**config.mk**
```make
export PLATFORM = sky130hd
export DESIGN_NAME = sum_accumulator_flat
export DESIGN_NICKNAME = d
export VERILOG_FILES = /design/src/rtl/sum_accumulator_pkg.sv /design/src/rtl/sum_accumulator_if.sv /design/src/rtl/sum_accumulator_lane_bank.sv /design/src/rtl/sum_accumulator.sv /design/src/flat_wrapper.sv
export SDC_FILE = /design/constraint.sdc
export NUM_CORES = 1
export LEC_CHECK = 0
export ABC_AREA = 1
export CORE_MARGIN = 5
export CORE_UTILIZATION = 34
export CTS_BUF_LIST = sky130_fd_sc_hd__clkbuf_16
export CTS_CLUSTER_SIZE = 24
export DETAILED_ROUTE_END_ITERATION = 8
export PLACE_DENSITY_LB_ADDON = 0.3
export SLEW_MARGIN = 20
export SYNTH_ARGS = -nofsm -noshare
export SYNTH_HDL_FRONTEND = slang
export SYNTH_SLANG_ARGS = --single-unit
```
**constraint.sdc**
```tcl
create_clock -name HCLK -period 2.5 [get_ports HCLK]
set_input_delay 0.375 -clock HCLK [delete_from_list [all_inputs] [get_ports HCLK]]
set_output_delay 0.375 -clock HCLK [all_outputs]
set_load 0.01 [all_outputs]
```
**src/rtl/sum_accumulator_pkg.sv**
```systemverilog
// Shared constants for the checksum stage: FSM encoding, block lengths, lane count.
package sum_accumulator_pkg;

    localparam int NUM_LANES  = 8;
    localparam int LANE_SEL_W = 3;

    // FSM state encoding
    localparam logic [1:0] ST_IDLE  = 2'd0;
    localparam logic [1:0] ST_ACCUM = 2'd1;
    localparam logic [1:0] ST_DONE  = 2'd2;

    // Block lengths selected by the DLEN code
    localparam logic [6:0] LEN_8  = 7'd8;
    localparam logic [6:0] LEN_16 = 7'd16;
    localparam logic [6:0] LEN_32 = 7'd32;
    localparam logic [6:0] LEN_64 = 7'd64;

    function automatic logic [6:0] len_from_code(input logic [1:0] code);
        case (code)
            2'b00:   return LEN_8;
            2'b01:   return LEN_16;
            2'b10:   return LEN_32;
            default: return LEN_64;
        endcase
    endfunction

endpackage

```
**src/rtl/sum_accumulator_if.sv**
```systemverilog
// Bus between the AHB master and the checksum stage: block control, data handshake, results.
interface sum_accumulator_if #(
    parameter int DATA_WIDTH = 16
);
    logic                  START;
    logic [1:0]            DLEN;
    logic [DATA_WIDTH-1:0] DATA_IN;
    logic                  DATA_VALID;
    logic                  DATA_READY;
    logic                  ABORT;
    logic                  SUM_ACK;
    logic [DATA_WIDTH-1:0] SUM1, SUM2, SUM3, SUM4, SUM5, SUM6, SUM7, SUM8;
    logic                  isSumReady;
    logic                  BUSY;
    logic                  ERR;

    // AHB master side
    modport master (
        output START, DLEN, DATA_IN, DATA_VALID, ABORT, SUM_ACK,
        input  DATA_READY, SUM1, SUM2, SUM3, SUM4, SUM5, SUM6, SUM7, SUM8,
        input  isSumReady, BUSY, ERR
    );

    // Accumulator side
    modport slave (
        input  START, DLEN, DATA_IN, DATA_VALID, ABORT, SUM_ACK,
        output DATA_READY, SUM1, SUM2, SUM3, SUM4, SUM5, SUM6, SUM7, SUM8,
        output isSumReady, BUSY, ERR
    );
endinterface

```
**src/rtl/sum_accumulator_lane_bank.sv**
```systemverilog
// Eight interleaved lane sum registers; one selected lane accumulates per enabled cycle.
module sum_lane_bank
    import sum_accumulator_pkg::*;
#(
    parameter int DATA_WIDTH = 16
) (
    input  logic                                  clk,
    input  logic                                  rst_n,
    input  logic                                  clr,
    input  logic                                  add_en,
    input  logic [LANE_SEL_W-1:0]                 sel,
    input  logic [DATA_WIDTH-1:0]                 data,
    output logic [NUM_LANES-1:0][DATA_WIDTH-1:0]  sums
);

    // Clear wins over add so a new block always starts from zero; carries are dropped.
    always_ff @(posedge clk) begin
        if (!rst_n) begin
            sums <= '0;
        end else if (clr) begin
            sums <= '0;
        end else if (add_en) begin
            for (int i = 0; i < NUM_LANES; i++) begin
                if (sel == LANE_SEL_W'(i)) begin
                    sums[i] <= sums[i] + data;
                end
            end
        end
    end

endmodule

```
**src/rtl/sum_accumulator.sv**
```systemverilog
// Checksum stage: accumulates a block of read beats into eight interleaved lane sums
// and holds them for the master until acknowledged.
module sum_accumulator
    import sum_accumulator_pkg::*;
#(
    parameter int DATA_WIDTH = 16,
    parameter int CNT_WIDTH  = 7
) (
    input  logic              HCLK,
    input  logic              RESET,
    sum_accumulator_if.slave  bus
);

    logic [1:0]                           state;
    logic [CNT_WIDTH-1:0]                 cnt;
    logic [CNT_WIDTH-1:0]                 len;
    logic                                 busy;
    logic                                 ready;
    logic                                 err;
    logic [NUM_LANES-1:0][DATA_WIDTH-1:0] sums;

    logic start_blk;
    logic beat;
    logic last_beat;

    // START is only honoured outside a block; ABORT discards a same-cycle beat.
    assign start_blk = bus.START && (state != ST_ACCUM);
    assign beat      = (state == ST_ACCUM) && bus.DATA_VALID && !bus.ABORT;
    assign last_beat = beat && (cnt == len - CNT_WIDTH'(1));

    // Block sequencing, beat counter and registered status flags.
    always_ff @(posedge HCLK) begin
        if (!RESET) begin
            state <= ST_IDLE;
            cnt   <= '0;
            len   <= CNT_WIDTH'(LEN_8);
            busy  <= 1'b0;
            ready <= 1'b0;
            err   <= 1'b0;
        end else begin
            case (state)
                ST_IDLE, ST_DONE: begin
                    // START from DONE doubles as the acknowledge of the previous result
                    if (start_blk) begin
                        len   <= CNT_WIDTH'(len_from_code(bus.DLEN));
                        cnt   <= '0;
                        err   <= 1'b0;
                        busy  <= 1'b1;
                        ready <= 1'b0;
                        state <= ST_ACCUM;
                    end else if (state == ST_DONE && bus.SUM_ACK) begin
                        ready <= 1'b0;
                        state <= ST_IDLE;
                    end
                end
                ST_ACCUM: begin
                    if (bus.ABORT) begin
                        err   <= 1'b1;
                        busy  <= 1'b0;
                        state <= ST_IDLE;
                    end else if (beat) begin
                        cnt <= cnt + CNT_WIDTH'(1);
                        if (last_beat) begin
                            busy  <= 1'b0;
                            ready <= 1'b1;
                            state <= ST_DONE;
                        end
                    end
                end
                default: state <= ST_IDLE;
            endcase
        end
    end

    sum_lane_bank #(
        .DATA_WIDTH (DATA_WIDTH)
    ) u_bank (
        .clk    (HCLK),
        .rst_n  (RESET),
        .clr    (start_blk),
        .add_en (beat),
        .sel    (cnt[LANE_SEL_W-1:0]),
        .data   (bus.DATA_IN),
        .sums   (sums)
    );

    assign bus.DATA_READY = (state == ST_ACCUM);
    assign bus.BUSY       = busy;
    assign bus.isSumReady = ready;
    assign bus.ERR        = err;
    assign bus.SUM1       = sums[0];
    assign bus.SUM2       = sums[1];
    assign bus.SUM3       = sums[2];
    assign bus.SUM4       = sums[3];
    assign bus.SUM5       = sums[4];
    assign bus.SUM6       = sums[5];
    assign bus.SUM7       = sums[6];
    assign bus.SUM8       = sums[7];

endmodule

```
**src/flat_wrapper.sv**
```systemverilog
// flat-port wrapper written by rule: the top's interface ports become plain ports
module sum_accumulator_flat import sum_accumulator_pkg::*;
#(
    parameter int DATA_WIDTH = 16,
    parameter int CNT_WIDTH  = 7
)
  (HCLK, RESET, bus_START, bus_DLEN, bus_DATA_IN, bus_DATA_VALID, bus_ABORT, bus_SUM_ACK, bus_DATA_READY, bus_SUM1, bus_SUM2, bus_SUM3, bus_SUM4, bus_SUM5, bus_SUM6, bus_SUM7, bus_SUM8, bus_isSumReady, bus_BUSY, bus_ERR);
  sum_accumulator_if #(.DATA_WIDTH(DATA_WIDTH)) bus_i ();
  input  logic HCLK;
  input  logic RESET;
  input wire logic [$bits(bus_i.START)-1:0] bus_START;
  input wire logic [$bits(bus_i.DLEN)-1:0] bus_DLEN;
  input wire logic [$bits(bus_i.DATA_IN)-1:0] bus_DATA_IN;
  input wire logic [$bits(bus_i.DATA_VALID)-1:0] bus_DATA_VALID;
  input wire logic [$bits(bus_i.ABORT)-1:0] bus_ABORT;
  input wire logic [$bits(bus_i.SUM_ACK)-1:0] bus_SUM_ACK;
  output wire logic [$bits(bus_i.DATA_READY)-1:0] bus_DATA_READY;
  output wire logic [$bits(bus_i.SUM1)-1:0] bus_SUM1;
  output wire logic [$bits(bus_i.SUM2)-1:0] bus_SUM2;
  output wire logic [$bits(bus_i.SUM3)-1:0] bus_SUM3;
  output wire logic [$bits(bus_i.SUM4)-1:0] bus_SUM4;
  output wire logic [$bits(bus_i.SUM5)-1:0] bus_SUM5;
  output wire logic [$bits(bus_i.SUM6)-1:0] bus_SUM6;
  output wire logic [$bits(bus_i.SUM7)-1:0] bus_SUM7;
  output wire logic [$bits(bus_i.SUM8)-1:0] bus_SUM8;
  output wire logic [$bits(bus_i.isSumReady)-1:0] bus_isSumReady;
  output wire logic [$bits(bus_i.BUSY)-1:0] bus_BUSY;
  output wire logic [$bits(bus_i.ERR)-1:0] bus_ERR;
  assign bus_i.START = bus_START;
  assign bus_i.DLEN = bus_DLEN;
  assign bus_i.DATA_IN = bus_DATA_IN;
  assign bus_i.DATA_VALID = bus_DATA_VALID;
  assign bus_i.ABORT = bus_ABORT;
  assign bus_i.SUM_ACK = bus_SUM_ACK;
  assign bus_DATA_READY = bus_i.DATA_READY;
  assign bus_SUM1 = bus_i.SUM1;
  assign bus_SUM2 = bus_i.SUM2;
  assign bus_SUM3 = bus_i.SUM3;
  assign bus_SUM4 = bus_i.SUM4;
  assign bus_SUM5 = bus_i.SUM5;
  assign bus_SUM6 = bus_i.SUM6;
  assign bus_SUM7 = bus_i.SUM7;
  assign bus_SUM8 = bus_i.SUM8;
  assign bus_isSumReady = bus_i.isSumReady;
  assign bus_BUSY = bus_i.BUSY;
  assign bus_ERR = bus_i.ERR;
  sum_accumulator #(.DATA_WIDTH(DATA_WIDTH), .CNT_WIDTH(CNT_WIDTH)) u_core (.HCLK(HCLK), .RESET(RESET), .bus(bus_i));
endmodule
```
==> Word level (Yosys, flattened, before mapping) <==
Cells that the tools add are included.
W data, S select, Z words.
{ "totals": {"inputBits": 24, "elab_cells": 97, "regBits": 147} }
{ "op_classes": {"mux": 25, "bitwise": 1, "addsub": 10, "eq_ne": 21, "n_reduce_logical": 26} }
{ "ops": {"columns": ["operator", "count"], "rows": [
  ["$add A16 B16 Y16", 8],
  ["$mux W7", 3],
  ["$pmux W7 S3", 1],
  ["$reduce_and A2 Y1", 9],
  ["$pmux W7 S2", 1],
  ["$eq A3 B3 Y1 const B", 4],
  ["$mux W1", 11],
  ["$mux W2", 5],
  ["$ne A2 B1 Y1 const B", 4],
  ["$reduce_and A4 Y1", 2],
  ["$add A7 B1 Y7 const B", 1],
  ["$eq A7 B7 Y1", 1],
  ["$sub A7 B1 Y7 const B", 1],
  ["$eq A3 B2 Y1 const B", 2],
  ["$ne A3 B2 Y1 const B", 2],
  ["$pmux W1 S2", 3],
  ["$reduce_and A3 Y1", 2],
  ["$logic_and A1 B1 Y1", 5],
  ["$reduce_and A5 Y1", 1],
  ["$eq A2 B1 Y1 const B", 2],
  ["$eq A2 B2 Y1 const B", 2],
  ["$logic_not A2 Y1", 2],
  ["$ne A2 B2 Y1 const B", 2],
  ["$pmux W2 S2", 1],
  ["other kinds (7)", 8]
]} }

==> Logic depth before layout (Yosys ltp) <==
{ "depth": {"word_depth": 8, "ltp_mapped": 13, "depth_no_buf": 13} }

==> Modules after synthesis <==
A second synthesis with hierarchy kept.
{ "hier_totals": {"cells_unflattened": 2258, "area_unflattened_um2": 13183.9} }
{ "by_module_without_submodules": {"columns": ["module", "area_per_inst_um2", "seq_area_each_um2", "instances", "cells_per_inst"], "rows": [
  ["sum_lane_bank", 12274.3, 2562.5, 1, 2127],
  ["sum_accumulator", 909.6, 320.3, 1, 131]
]} }

==> Worst setup path before layout <==
No wires, ideal clock.
{ "synth_path": {"kind": "reg-to-reg", "startpoint": "reg u_core.u_bank.sums[16] in the netlist's numbering", "endpoint": "reg u_core.u_bank.sums[30] in the netlist's numbering", "synth_period_minus_slack_ns": 1.788, "path_stages_with_launch": 14, "slack_ns": 0.712, "required_ns": 2.383, "arrival_ns": 1.671, "setup_time_ns": 0.117, "path_cell_list": "dfxtp_1 ha_1 inv_1 fa_1 inv_1 nand3_1 nand2_1 nand2_1 nand2_1 nand2_1 nand3_1 nand2_1 nor2_1 nor2_1"} }
{ "synth_via": {"elab_chain_cells": 1} }
{ "synth_lines": {"columns": ["element", "line_no", "rtl"], "rows": [
  ["from (decl)", "sum_accumulator_lane_bank.sv:13", "output logic [NUM_LANES-1:0][DATA_WIDTH-1:0] sums"],
  ["from (signal, indexed assignment)", "sum_accumulator_lane_bank.sv:25", "sums[i] <= sums[i] + data;"],
  ["$add A16 B16 Y16", "sum_accumulator_lane_bank.sv:25", null]
]} }
Every way passes these cells.
A chain may end at the register's enable or synchronous reset.

==> Worst setup path after layout <==
{ "layout_path": {"startpoint": "reg u_core.state[1]", "endpoint": "out bus_DATA_READY"} }
{ "layout_via": {"elab_chain_cells": 1} }
{ "layout_lines": {"columns": ["element", "line_no", "rtl"], "rows": [
  ["from (decl)", "sum_accumulator.sv:14", "logic [1:0] state;"],
  ["from (signal assigned)", "sum_accumulator.sv:34", "state <= ST_IDLE;"],
  ["from (signal assigned)", "sum_accumulator.sv:50", "state <= ST_ACCUM;"],
  ["from (signal assigned)", "sum_accumulator.sv:53", "state <= ST_IDLE;"],
  ["$eq A2 B1 Y1", "sum_accumulator.sv:87", "assign bus.DATA_READY = (state == ST_ACCUM);"],
  ["to (decl)", "flat_wrapper.sv:17", "output wire logic [$bits(bus_i.DATA_READY)-1:0] bus_DATA_READY;"]
]} }
Every way passes these cells.

==> results.tsv <==
stage	metric	value	unit
route	vias	12600	
global_routing	grt_pass1_wl	61800	um
yosys	yosysUniqueCellTypes	36	
worst_setup_path	reg2reg_slack	560	ps
cells_and_area	nets	2293	
route	viasPerCell	4.86	
route	drcViolationCount	0	
cells_and_area	diodes	0	
floorplanning	ios	156	
yosys	synthArstFlopShare	0	%
clocking	root_buffer	clkbuf_16	
global_routing	antenna_found_initial	0	
global_routing	grt_pass1_vias	11800	
worst_setup_path	critPathMostFrequentCell	inv_1	
worst_setup_path	r2r_cells	13	
yosys	ys.warnings.count	0	
clocking	cts_tree	built	
timing	max_freq	478	MHz
timing	drv_slew	0	
cells_and_area	layout_commonest_cell	nand2_1	
power_and_ir_drop	pwr_density_cell	376	nW/um^2
floorplanning	rows	68	
cells_and_area	most-common-layout-cells	nand2_1 (510), inv_1 (271), nor2_1 (263), nand3_1 (158), clkdlybuf4s50_1 (155)	
place	hpwl	29000	um
status	status	finished clean	
min_path	hp-class	reg2reg	
place	dp_slack	-17.0	ps
timing	finalHoldViolations	0	
yosys	syn-mean-instance-area	6.21	um^2
worst_setup_path	worstPathArrival	1720	ps
global_routing	global_route.usage.total	19.7	%
yosys	syn_area	12000	um^2
yosys	synthFlopType	dfxtp_1	
yosys	syn_nets	2094	
floorplanning	die_w	198	um
worst_setup_path	critPathCaptureType	primary output	
route	routedWlPerCell	15.0	um
timing	finalClockSkew	7.96	ps
worst_setup_path	cp_cell_sequence	inv_1 > nand2_2 > inv_1 > clkdlybuf4s50_1	
cells_and_area	areaGrowthSynthToFinish	26.6	%
route	drt-initial-drc-count	757	
power_and_ir_drop	power_leakage	7.86	nW
worst_setup_path	crit_slowest_cell	clkdlybuf4s50_1	
min_path	min_to	u_core.state[1]	
yosys	netlist_instances	1935	
clocking	cts_buffer_depth	2	
clocking	post-cts-setup-buffers	0	
timing	worst-slew-pin-transition	458	ps
timing	finalSetupViolCount	0	
route	dr.pass1.iters	6	
global_routing	grt_max_degree	64	
floorplanning	core_area	34700	um^2
yosys	synth_edf_count	0	
power_and_ir_drop	ir_drop	0.000493	V
worst_setup_path	critical-path-max-stage-delay	570	ps
worst_setup_path	cp_max_fo	6	
timing	period_needed	2090	ps
yosys	ys_seq_elements	144	
min_path	whs_path_depth	2	
place	gp_congestion	0.924	
worst_setup_path	crit_family	buffers and inverters	
worst_setup_path	crit_buf_inv	3	
clocking	cts_hold_buf	0	
timing	relSlewSlack	69.4	%
global_routing	grt.overflow.total	0	
clocking	cts_sinks	144	
floorplanning	die_area	39200	um^2
route	finalWirelength	38900	um
timing	fin_crit_sh	83.7	%
clocking	insertion_delay	430	ps
worst_setup_path	r2r_end	u_core.u_bank.sums[30]	
timing	fin_ws	408	ps
place	io_buffers	155	
worst_setup_path	worstSetupPathType	reg2out	
cells_and_area	drive_above_1_share	4.57	%
min_path	hold_path_startpoint	u_core.state[1]	
power_and_ir_drop	finalPower	5.72	mW
floorplanning	dieHeight	198	um
clocking	cts_buffers	17	
route	postRouteAntennaNets	0	
yosys	ys_seq_area_share	24.0	%
worst_setup_path	crit_path_start_kind	flip-flop	
worst_setup_path	cp.required	2120	ps
clocking	path_clk_slew	60	ps
worst_setup_path	crit_start	u_core.state[1]	
flow_run	cap_violations	0	
clocking	htree_levels	4	
timing	rsz0062_at_grt	false	
floorplanning	initial_core_util	34.6	%
worst_setup_path	r2r_start	u_core.u_bank.sums[16]	
clocking	cts_resized	0	
## final cells by class
cell class	instances	area (um^2)
clock buffer	17	425
clock inverter	14	128
fill	3630	19500
inverter	278	1040
multi-input combinational	1481	7930
sequential	144	2880
tap	455	569
timing repair buffer	212	2240
## logic make-up (layout without fill, tap and decap cells)
kind of cell    after synthesis  in the layout  synth area share [%]
simple gates                976            976                  32.9
buf+inv                     310            521                  10.2
xor+xnor                     56             56                  4.08
compound gates              314            314                  14.3
flops                       144            144                  24.0
fa+ha+maj                   135            135                  14.5
## per-stage QoR
step                TNS (ps)  cell area (um^2)  hold slack (ps)  util (%)  cells
floorplan                  0             12000              439         -   1935
global placement           0             14700              450      42.3   2570
detailed placement     -26.5             14700              463      42.3   2570
CTS                        0             15200              473      43.9   2601
global route               0             15200              495      43.9   2601
finish                     0             15200              471      43.9   2601
## worst min-delay path: stages, from the launching register on
cell and delay (ps):
dfxtp_1 310, nand2_1 60, a21oi_1 50
## where the power goes
| group | total (mW) | leakage (nW) | internal [mW] | switching [mW] |
|---|---|---|---|---|
| Combinational | 0.872 | 6.43 | 0.329 | 0.543 |
| Clock | 2.51 | 0.272 | 1.44 | 1.07 |
| Sequential | 2.34 | 1.16 | 2.32 | 0.0212 |
| Total | 5.72 | 7.86 | 4.09 | 1.63 |
## state kept, by name, indices dropped and copies added, names as in the netlist
signal,count
u_core.state,2
u_core.bus.BUSY,1
u_core.bus.isSumReady,1
u_core.cnt,7
u_core.len,4
u_core.u_bank.sums,128
u_core.bus.ERR,1
## Yosys cell counts (4+ instances only)
cell	number	area, um^2
inv_1	269	1010
nor2_1	263	987
a211oi_1	4	30.0
o21bai_1	23	173
xor2_1	32	280
dfxtp_1	144	2880
nand2_1	510	1910
a21oi_1	149	746
a21o_1	11	82.6
nor3_1	22	110
o21ai_1	5	25.0
buf_1	4	15.0
buf_4	11	82.6
buf_2	7	35.0
nand3_1	158	791
fa_1	8	160
o21a_1	11	82.6
xnor2_1	24	210
o211ai_1	4	30.0
ha_1	127	1590
inv_2	8	30.0
nand4_1	13	81.3
o21ai_0	101	505
clkbuf_1	9	33.8
a21boi_0	4	30.0
## metal layers
layer	up-vias	GRT usage, %	part of all wire [%]
met5	-	0	0
met4	0	6.10	2.6
met3	44	4.63	5.8
met2	251	32.4	45
met1	5698	25.7	46
li1	6635	-	-
## worst max-delay path by stage
stage,endpoint,depth (start not counted)
global placement,u_core.u_bank.sums[104],13
finish,bus_DATA_READY,4
global route,u_core.u_bank.sums[30],14
floorplan,u_core.u_bank.sums[30],13
CTS,bus_DATA_READY,3
detailed placement,u_core.u_bank.sums[70],11
No activity file was read; power rests on OpenSTA's default activity.
